--- src/rtl/pulse_arb_pkg.sv ---
// pulse_arb_pkg: shared FSM state encoding and counter width for pulse_channel_arbiter
package pulse_arb_pkg;
    typedef enum logic [1:0] {IDLE = 2'd0, SETUP = 2'd1, FIRE = 2'd2, HOLD = 2'd3} state_t;
    localparam int CNT_W = 16;
    function automatic int max2(input int a, input int b);
        return (a > b) ? a : b;
    endfunction
endpackage

--- src/rtl/rr_picker.sv ---
// rr_picker: combinational round-robin search, lowest pending index at or after ptr (wrapping)
module rr_picker #(
    parameter int N = 4,
    parameter int W = $clog2(N)
) (
    input  logic [N-1:0] pending,
    input  logic [W-1:0] ptr,
    output logic         valid,
    output logic [W-1:0] index
);
    logic [W-1:0] w_j;
    // Scan offsets from farthest to nearest so the nearest pending index is assigned last.
    always_comb begin
        index = '0;
        w_j = '0;
        for (int k = N - 1; k >= 0; k--) begin
            w_j = W'((int'(ptr) + k) % N);
            if (pending[w_j]) index = w_j;
        end
    end
    assign valid = |pending;
endmodule

--- src/rtl/pulse_channel_arbiter.sv ---
// pulse_channel_arbiter: round-robin arbiter driving a shared pulse + id channel with setup/hold framing.
// Optional coalesced-request counter enabled by defining PULSE_ARB_COALESCE_COUNT_EN.
module pulse_channel_arbiter
    import pulse_arb_pkg::*;
#(
    parameter  int NUM_REQ      = 4,
    parameter  int SETUP_CYCLES = 2,
    parameter  int HOLD_CYCLES  = 4,
    localparam int ID_W         = $clog2(NUM_REQ)
) (
    input  logic               clk,
    input  logic               rst,
    input  logic [NUM_REQ-1:0] reqIn,
    output logic [NUM_REQ-1:0] pendingOut,
    output logic               pulseOut,
    output logic [ID_W-1:0]    idOut,
    output logic               busyOut,
    output logic [CNT_W-1:0]   coalesceCountOut
);
    localparam int PH_W = $clog2(max2(SETUP_CYCLES, HOLD_CYCLES) + 1);

    state_t             r_state;
    logic [NUM_REQ-1:0] r_pending;
    logic [ID_W-1:0]    r_ptr;
    logic [ID_W-1:0]    r_id;
    logic [PH_W-1:0]    r_phase;
    logic               r_pulse;
    logic               r_busy;
    logic               w_valid;
    logic [ID_W-1:0]    w_idx;
    logic [NUM_REQ-1:0] w_grant;

    rr_picker #(.N(NUM_REQ), .W(ID_W)) u_pick (
        .pending(r_pending),
        .ptr    (r_ptr),
        .valid  (w_valid),
        .index  (w_idx)
    );

    assign w_grant = (r_state == IDLE && w_valid) ? (NUM_REQ'(1) << w_idx) : '0;

    // A new request in the grant cycle re-arms the bit, so set wins over clear.
    always_ff @(posedge clk) begin
        if (rst) begin
            r_state   <= IDLE;
            r_pending <= '0;
            r_ptr     <= '0;
            r_id      <= '0;
            r_phase   <= '0;
            r_pulse   <= 1'b0;
            r_busy    <= 1'b0;
        end else begin
            r_pending <= (r_pending & ~w_grant) | reqIn;
            case (r_state)
                IDLE: if (w_valid) begin
                    r_state <= SETUP;
                    r_id    <= w_idx;
                    r_ptr   <= (w_idx == ID_W'(NUM_REQ - 1)) ? '0 : w_idx + 1'b1;
                    r_phase <= PH_W'(SETUP_CYCLES - 1);
                    r_busy  <= 1'b1;
                end
                SETUP: if (r_phase == '0) begin
                    r_state <= FIRE;
                    r_phase <= '0;
                    r_pulse <= 1'b1;
                end else begin
                    r_phase <= r_phase - 1'b1;
                end
                FIRE: begin
                    r_state <= HOLD;
                    r_phase <= PH_W'(HOLD_CYCLES - 1);
                    r_pulse <= 1'b0;
                end
                HOLD: if (r_phase == '0) begin
                    r_state <= IDLE;
                    r_phase <= '0;
                    r_busy  <= 1'b0;
                end else begin
                    r_phase <= r_phase - 1'b1;
                end
                default: r_state <= IDLE;
            endcase
        end
    end

    assign pendingOut = r_pending;
    assign pulseOut   = r_pulse;
    assign idOut      = r_id;
    assign busyOut    = r_busy;

`ifdef PULSE_ARB_COALESCE_COUNT_EN
    logic [CNT_W-1:0] r_cnt;
    always_ff @(posedge clk) begin
        if (rst) r_cnt <= '0;
        else if (|(reqIn & r_pending & ~w_grant) && r_cnt != '1) r_cnt <= r_cnt + 1'b1;
    end
    assign coalesceCountOut = r_cnt;
`else
    assign coalesceCountOut = '0;
`endif
endmodule

--- config.mk ---
export PLATFORM = sky130hd
export DESIGN_NAME = pulse_channel_arbiter
export DESIGN_NICKNAME = d
export VERILOG_FILES = /design/src/rtl/pulse_arb_pkg.sv /design/src/rtl/rr_picker.sv /design/src/rtl/pulse_channel_arbiter.sv
export SDC_FILE = /design/constraint.sdc
export NUM_CORES = 1
export LEC_CHECK = 0
export CORE_ASPECT_RATIO = 0.75
export CORE_MARGIN = 3
export CORE_UTILIZATION = 40
export CTS_BUF_LIST = sky130_fd_sc_hd__clkbuf_4 sky130_fd_sc_hd__clkbuf_8
export CTS_CLUSTER_DIAMETER = 150
export DETAILED_ROUTE_END_ITERATION = 10
export DONT_BUFFER_PORTS = 1
export GPL_TIMING_DRIVEN = 0
export SLEW_MARGIN = 0
export SYNTH_ARGS = -nofsm -noshare
export SYNTH_HDL_FRONTEND = slang
export SYNTH_HIERARCHICAL = 1
export SYNTH_SLANG_ARGS = --single-unit
--- constraint.sdc ---
create_clock -name clk -period 1.7 [get_ports clk]
set_input_delay 0.17 -clock clk [delete_from_list [all_inputs] [get_ports clk]]
set_output_delay 0.17 -clock clk [all_outputs]
set_load 0.02 [all_outputs]
* Word level (Yosys, flattened, before mapping)
Cells that the tools add are included.
** Storage, ports and cells
- Flip-flop bits (word level) :: 15
- Output and inout bits :: 24
- Input port bits :: 6
** Operators by class
- Equal/unequal tests :: 7
- Bitwise gates (word level) :: 3
- Magnitude comparators :: 4
- Muxes and demuxes :: 26
- Add/subtract/negate cells :: 5
- Shift-type cells :: 1
- Reduce and logical (&&, ||, !) cells :: 11
** Operator list (count)
- two-way mux 2 bit :: 8
- less-than comparator 2 x 3 -> 1 bit (second input constant) :: 4
- one-hot mux 3 bit (3 select lines) :: 1
- binary-select mux 1 bit (select 2 bit) :: 4
- one-hot mux 2 bit (4 select lines) :: 1
- two-way mux 1 bit :: 7
- equality test 2 bit (second input constant) :: 3
- two-way mux 3 bit :: 2
- != test 2 bit (second input constant) :: 3
- AND reduction 3 bit :: 2
- adder 2 x 1 -> 2 bit (second input constant) :: 2
- adder 2 bit (second input constant) :: 2
- bitwise AND 4 bit :: 1
- two-way mux 4 bit :: 1
- NOT 4 bit :: 1
- OR 4 bit :: 1
- one-hot mux 1 bit (2 select lines) :: 2
- AND reduction 2 bit :: 2
- nonzero test 2 bit :: 2
- OR reduction 4 bit :: 1
- left shift 1 x 2 -> 4 bit (first input constant) :: 1
- zero test 3 bit :: 1
- subtractor 3 x 1 -> 3 bit (second input constant) :: 1
- equality test 2 x 1 -> 1 bit (second input constant) :: 1
- other kinds (3) :: 3

* Depth between registers and ports, before layout
- Depth in word-level cells :: 12
- Depth in mapped cells :: 8

* Modules after synthesis
Netlist, hierarchy kept.
** By module, submodules not included
- pulse_channel_arbiter :: area an instance 882.1 sq um, cells each 106, sequential area each 300.3 sq um, instances 1
- rr_picker :: area an instance 77.6 sq um, cells each 13, sequential area each 0.0 sq um, instances 1

* Worst setup path after synthesis
No wires, ideal clock.
- Path kind :: reg-to-reg
- Start :: register r_pending[3], in the netlist pendingOut[3]
- End :: register r_ptr[1]
- Path slack :: 128 ps
- Cell stages (with the launch flop) :: 7
- Arrival :: 1456 ps
- Data required time :: 1583 ps
- Path through :: dfxtp_1 > mux2i_1 > a211oi_2 > inv_1 > ha_1 > nand3_1 > a21oi_1
** On the way
- Word-level cells in the longest chain between the ends :: 8
- Elaborated cells between the ends (all ways) :: 17
** RTL lines
- start: declaration :: line pulse_channel_arbiter.sv:23 : logic [NUM_REQ-1:0] r_pending;
- start signal: assignment :: line pulse_channel_arbiter.sv:53 : r_pending <= (r_pending & ~w_grant) | reqIn;
- binary-select mux 1 bit (select 2 bit) :: line rr_picker.sv:18 : if (pending[w_j]) index = w_j;
- two-way mux 1 bit (not written as such) :: line rr_picker.sv:18
- two-way mux 2 bit (3 in series) :: line rr_picker.sv:18
- two-way mux 2 bit (*) :: line rr_picker.sv:18
- net w_idx[0] :: line pulse_channel_arbiter.sv:30 : logic [ID_W-1:0] w_idx;
- adder 2 x 1 -> 2 bit / equality test 2 bit (equally long branches) :: line pulse_channel_arbiter.sv:58 : r_ptr <= (w_idx == ID_W'(NUM_REQ - 1)) ? '0 : w_idx + 1'b1;
- two-way mux 2 bit (*) :: line pulse_channel_arbiter.sv:58
- end signal: assignment :: line pulse_channel_arbiter.sv:58
- end: declaration :: line pulse_channel_arbiter.sv:24 : logic [ID_W-1:0] r_ptr;
The timed path passes the listed nets; every way through them passes the cells marked *. The select of a mux whose other input is x is not followed.
A chain may end at the register's enable or synchronous reset.

* Worst setup path in the final report
- Start :: register r_pending[3], in the netlist pendingOut[3]
- End :: register r_pending[1], in the netlist pendingOut[1]
** On the way
- Word-level cells in the longest chain between the ends :: 11
- Elaborated cells between the ends (all ways) :: 19
** RTL lines
- binary-select mux 1 bit (select 2 bit) :: line rr_picker.sv:18
- two-way mux 1 bit (not written as such) :: line rr_picker.sv:18
- two-way mux 2 bit (3 in series) :: line rr_picker.sv:18
- two-way mux 2 bit (*) :: line rr_picker.sv:18
- net w_idx[1] :: line pulse_channel_arbiter.sv:30
- left shift 1 x 2 -> 4 bit (*) :: line pulse_channel_arbiter.sv:40 : assign w_grant = (r_state == IDLE && w_valid) ? (NUM_REQ'(1) << w_idx) : '0;
- two-way mux 4 bit (*) :: line pulse_channel_arbiter.sv:40
- NOT 4 bit (*) :: line pulse_channel_arbiter.sv:53
- bitwise AND 4 bit (*) :: line pulse_channel_arbiter.sv:53
- OR 4 bit (*) :: line pulse_channel_arbiter.sv:53
Marks and branches as above.

==> results.md <==
* DR WL/cell at approximately 11 um
* Commonest non-fill, non-tap cells in the layout: 17 x buf_4, 16 x conb_1, 13 x a21oi_1
* Status: completed
* Synth Instances at between 100 and 150
* CP endpoint kind: flop
* Starting density of the core at 44.9%
* Yosys cell types at 29
* Layout Cells excl Fill at roughly 180
* Setup_tns at 0 ns
* Sequential cell area fraction in the yosys report at a little under a third
* GRT overflow at 0
* Syn avg cell area at just over 8 um^2
* Worst min path class: in2reg
* Area grow syn2layout at 20.7%
* # setup viols final at 0
* Placed cell count at between 150 and 200
* CTS Buf Count at 3
* Routed Antenna Nets at 0
* DR iter-0 viols at 18
* Req. time, crit path at 1.87 ns
* Die H at just under 50 um
* Number of antenna diodes at 0
* Antenna violations before repair at 0
* Leakage power at approximately 0.53 nW
* Largest net degree at the start of global routing at 11
* # nets final at ~160
* Worst VDD drop at between 500 and 600 uV
* Std-Cell Rows at 14
* Setup CP Type: reg2reg
* Final Hold Vio Count at 0
* Fmax at 637 MHz
* Die area at 3030 um^2
* Max cap viols at 0
* Total clock sinks at 15
* Flops & latches, synth at 15
* Die width at ~63 um
* Fillers at about 210
* Vias per cell at around 4.7
* Residual DRC count at 0
* Vias at 830
* Tmin final at around 1.6 ns
* Clock skew at ~0.0073 ns
* RePlAce Congestion at 0.802
* Layout cells sized above 1 at a little over a fifth
* Critical path launch point type: flop
* Commonest non-fill, non-tap cell in the layout: buf_4
* Netlist Area Pre-Place at 960 um^2
* Synth warn at 6
* Root buffer cell: clkbuf_4
* Crit path arrival time at around 1.7 ns
* Vias in the first global route at a little over 700
* Power density over the cells at 1350 nW/um^2
* Fin crit share at between 90% and 100%
* Initial DRT Pass Iterations at 4
* Tot GR Track Use at ~13%
* Clock tree buffer depth at 2
* Reg clk slew, reported paths at ~0.10 ns
* Port Buffer Count at 0
* Deepest level of the CTS H-tree at 1
* CTS tree: done
* Global-route wire length before repair at roughly 3200 um
* Critical Path Fanout Max at 6
* Latest clock arrival within the worst-skew pair at slightly below 0.3 ns
* Slew Viols, Final at 0
* CORE AREA at between 2000 and 2500 um^2
* Post-DP HPWL at between 1000 and 1500 um
* Num ports at 30
* Post-Route WL at between 1500 and 2000 um
==> registers in the layout, indices dropped and copies added (netlist names) <==
register	count
pendingOut	4
r_ptr	2
pulseOut	1
r_state	2
busyOut	1
r_phase	3
idOut	2
==> final timing paths <==
kind / start / endpoint / slack (ns) / cells past startpoint
max: pendingOut[3] / pendingOut[1] / 0.13 / 8
min: rst / r_phase[0] / 0.01 / 2
max reg2reg: pendingOut[3] / pendingOut[1] / 0.13 / 8
min reg2reg: r_ptr[1] / r_ptr[1] / 0.54 / 2
==> where the power goes <==
group          total (mW)  internal, mW  switching, mW
Clock               0.211        0.0875          0.123
Combinational       0.716         0.313          0.403
Sequential          0.643         0.458          0.185
Total                1.57         0.859          0.711
==> critical path: stages (launching register included) <==
cell and delay, ns:
dfxtp_4 0.40, nand2b_1 0.15, a211oi_1 0.27, nor2_2 0.11
inv_1 0.09, ha_1 0.14, nand3_1 0.07, a21oi_1 0.16
nor2_1 0.05
==> timing repair <==
action | in CTS | in global routing
resized for setup | 1 | 11
endpoints found under the setup margin | 6 | 11
setup buffers | 0 | 1
pin swaps | 0 | 1
endpoints found under the hold margin | 3 | 2
hold buffers | 2 | 2
==> stage by stage <==
stage	instance area [um^2]	total power, mW	util, %	hold WS (ns)	setup slack (ns)
after floorplan	1020	1.17	-	0.239	0.128
after global placement	1060	1.28	49.4	0.241	-0.0241
after detailed placement	1060	1.30	49.4	0.243	-0.0859
after CTS	1100	1.52	51.7	0.000471	0.0127
after global routing	1160	1.71	54.2	0.00833	-0.0264
final	1160	1.57	54.2	0.0106	0.131
==> cells by family (layout without fill, tap and decap cells) <==
group,Yosys count,count (layout),share of synthesized area (%)
muxes,2,2,2.09
other,1,16,0.391
AOI/OAI and AO/OA,28,28,18.5
and+or+nand+nor,39,39,19.9
buffers and inverters,25,34,16.0
adders and majority gates,9,9,11.7
DFF,15,15,31.3
==> metal layers <==
metal  GRT usage [%]  wire length (um)  vias up
li1                -                 -      424
met1            15.7               936      372
met2            20.9               838       30
met3            6.71               144        4
met4            5.49                38        0
met5               0                 0        -
==> synth_stat cells, drive strengths merged <==
| cell | count | share of area, % |
|---|---|---|
| buf | 16 | 13 |
| dfxtp | 15 | 31 |
| a21oi | 13 | 6.8 |
| nor2 | 12 | 4.7 |
| ha | 9 | 12 |
| nand2 | 9 | 3.5 |
| nand3 | 8 | 4.2 |
| inv | 6 | 2.3 |
| nand2b | 4 | 2.6 |
| clkbuf | 3 | 1.2 |
| o21ai | 3 | 1.6 |
| a211oi | 2 | 2.1 |
| a21o | 2 | 1.6 |
| mux2i | 2 | 2.1 |
| o211ai | 2 | 1.6 |
| a21boi | 1 | 0.78 |
| a311o | 1 | 1.0 |
| a311oi | 1 | 0.91 |
| a31oi | 1 | 0.65 |
| and3b | 1 | 0.91 |
| conb | 1 | 0.39 |
| nor2b | 1 | 0.65 |
| nor3b | 1 | 0.78 |
| o22ai | 1 | 0.65 |
| o32ai | 1 | 0.91 |
| or3 | 1 | 0.65 |
| or3b | 1 | 0.91 |
| or4b | 1 | 1.0 |
==> cell type report <==
class | instances | area (um^2) | share of cell area [%]
well taps | 32 | 40.0 | 3.46
plain buffers | 19 | 134 | 11.6
inverters | 6 | 22.5 | 1.94
clock buffers | 3 | 22.5 | 1.94
repair buffers | 5 | 47.5 | 4.10
clock inverters | 1 | 5.00 | 0.432
multi-input cells | 94 | 579 | 50.0
flip-flops and latches | 15 | 308 | 26.6
Power figures use the tool's default switching activity.
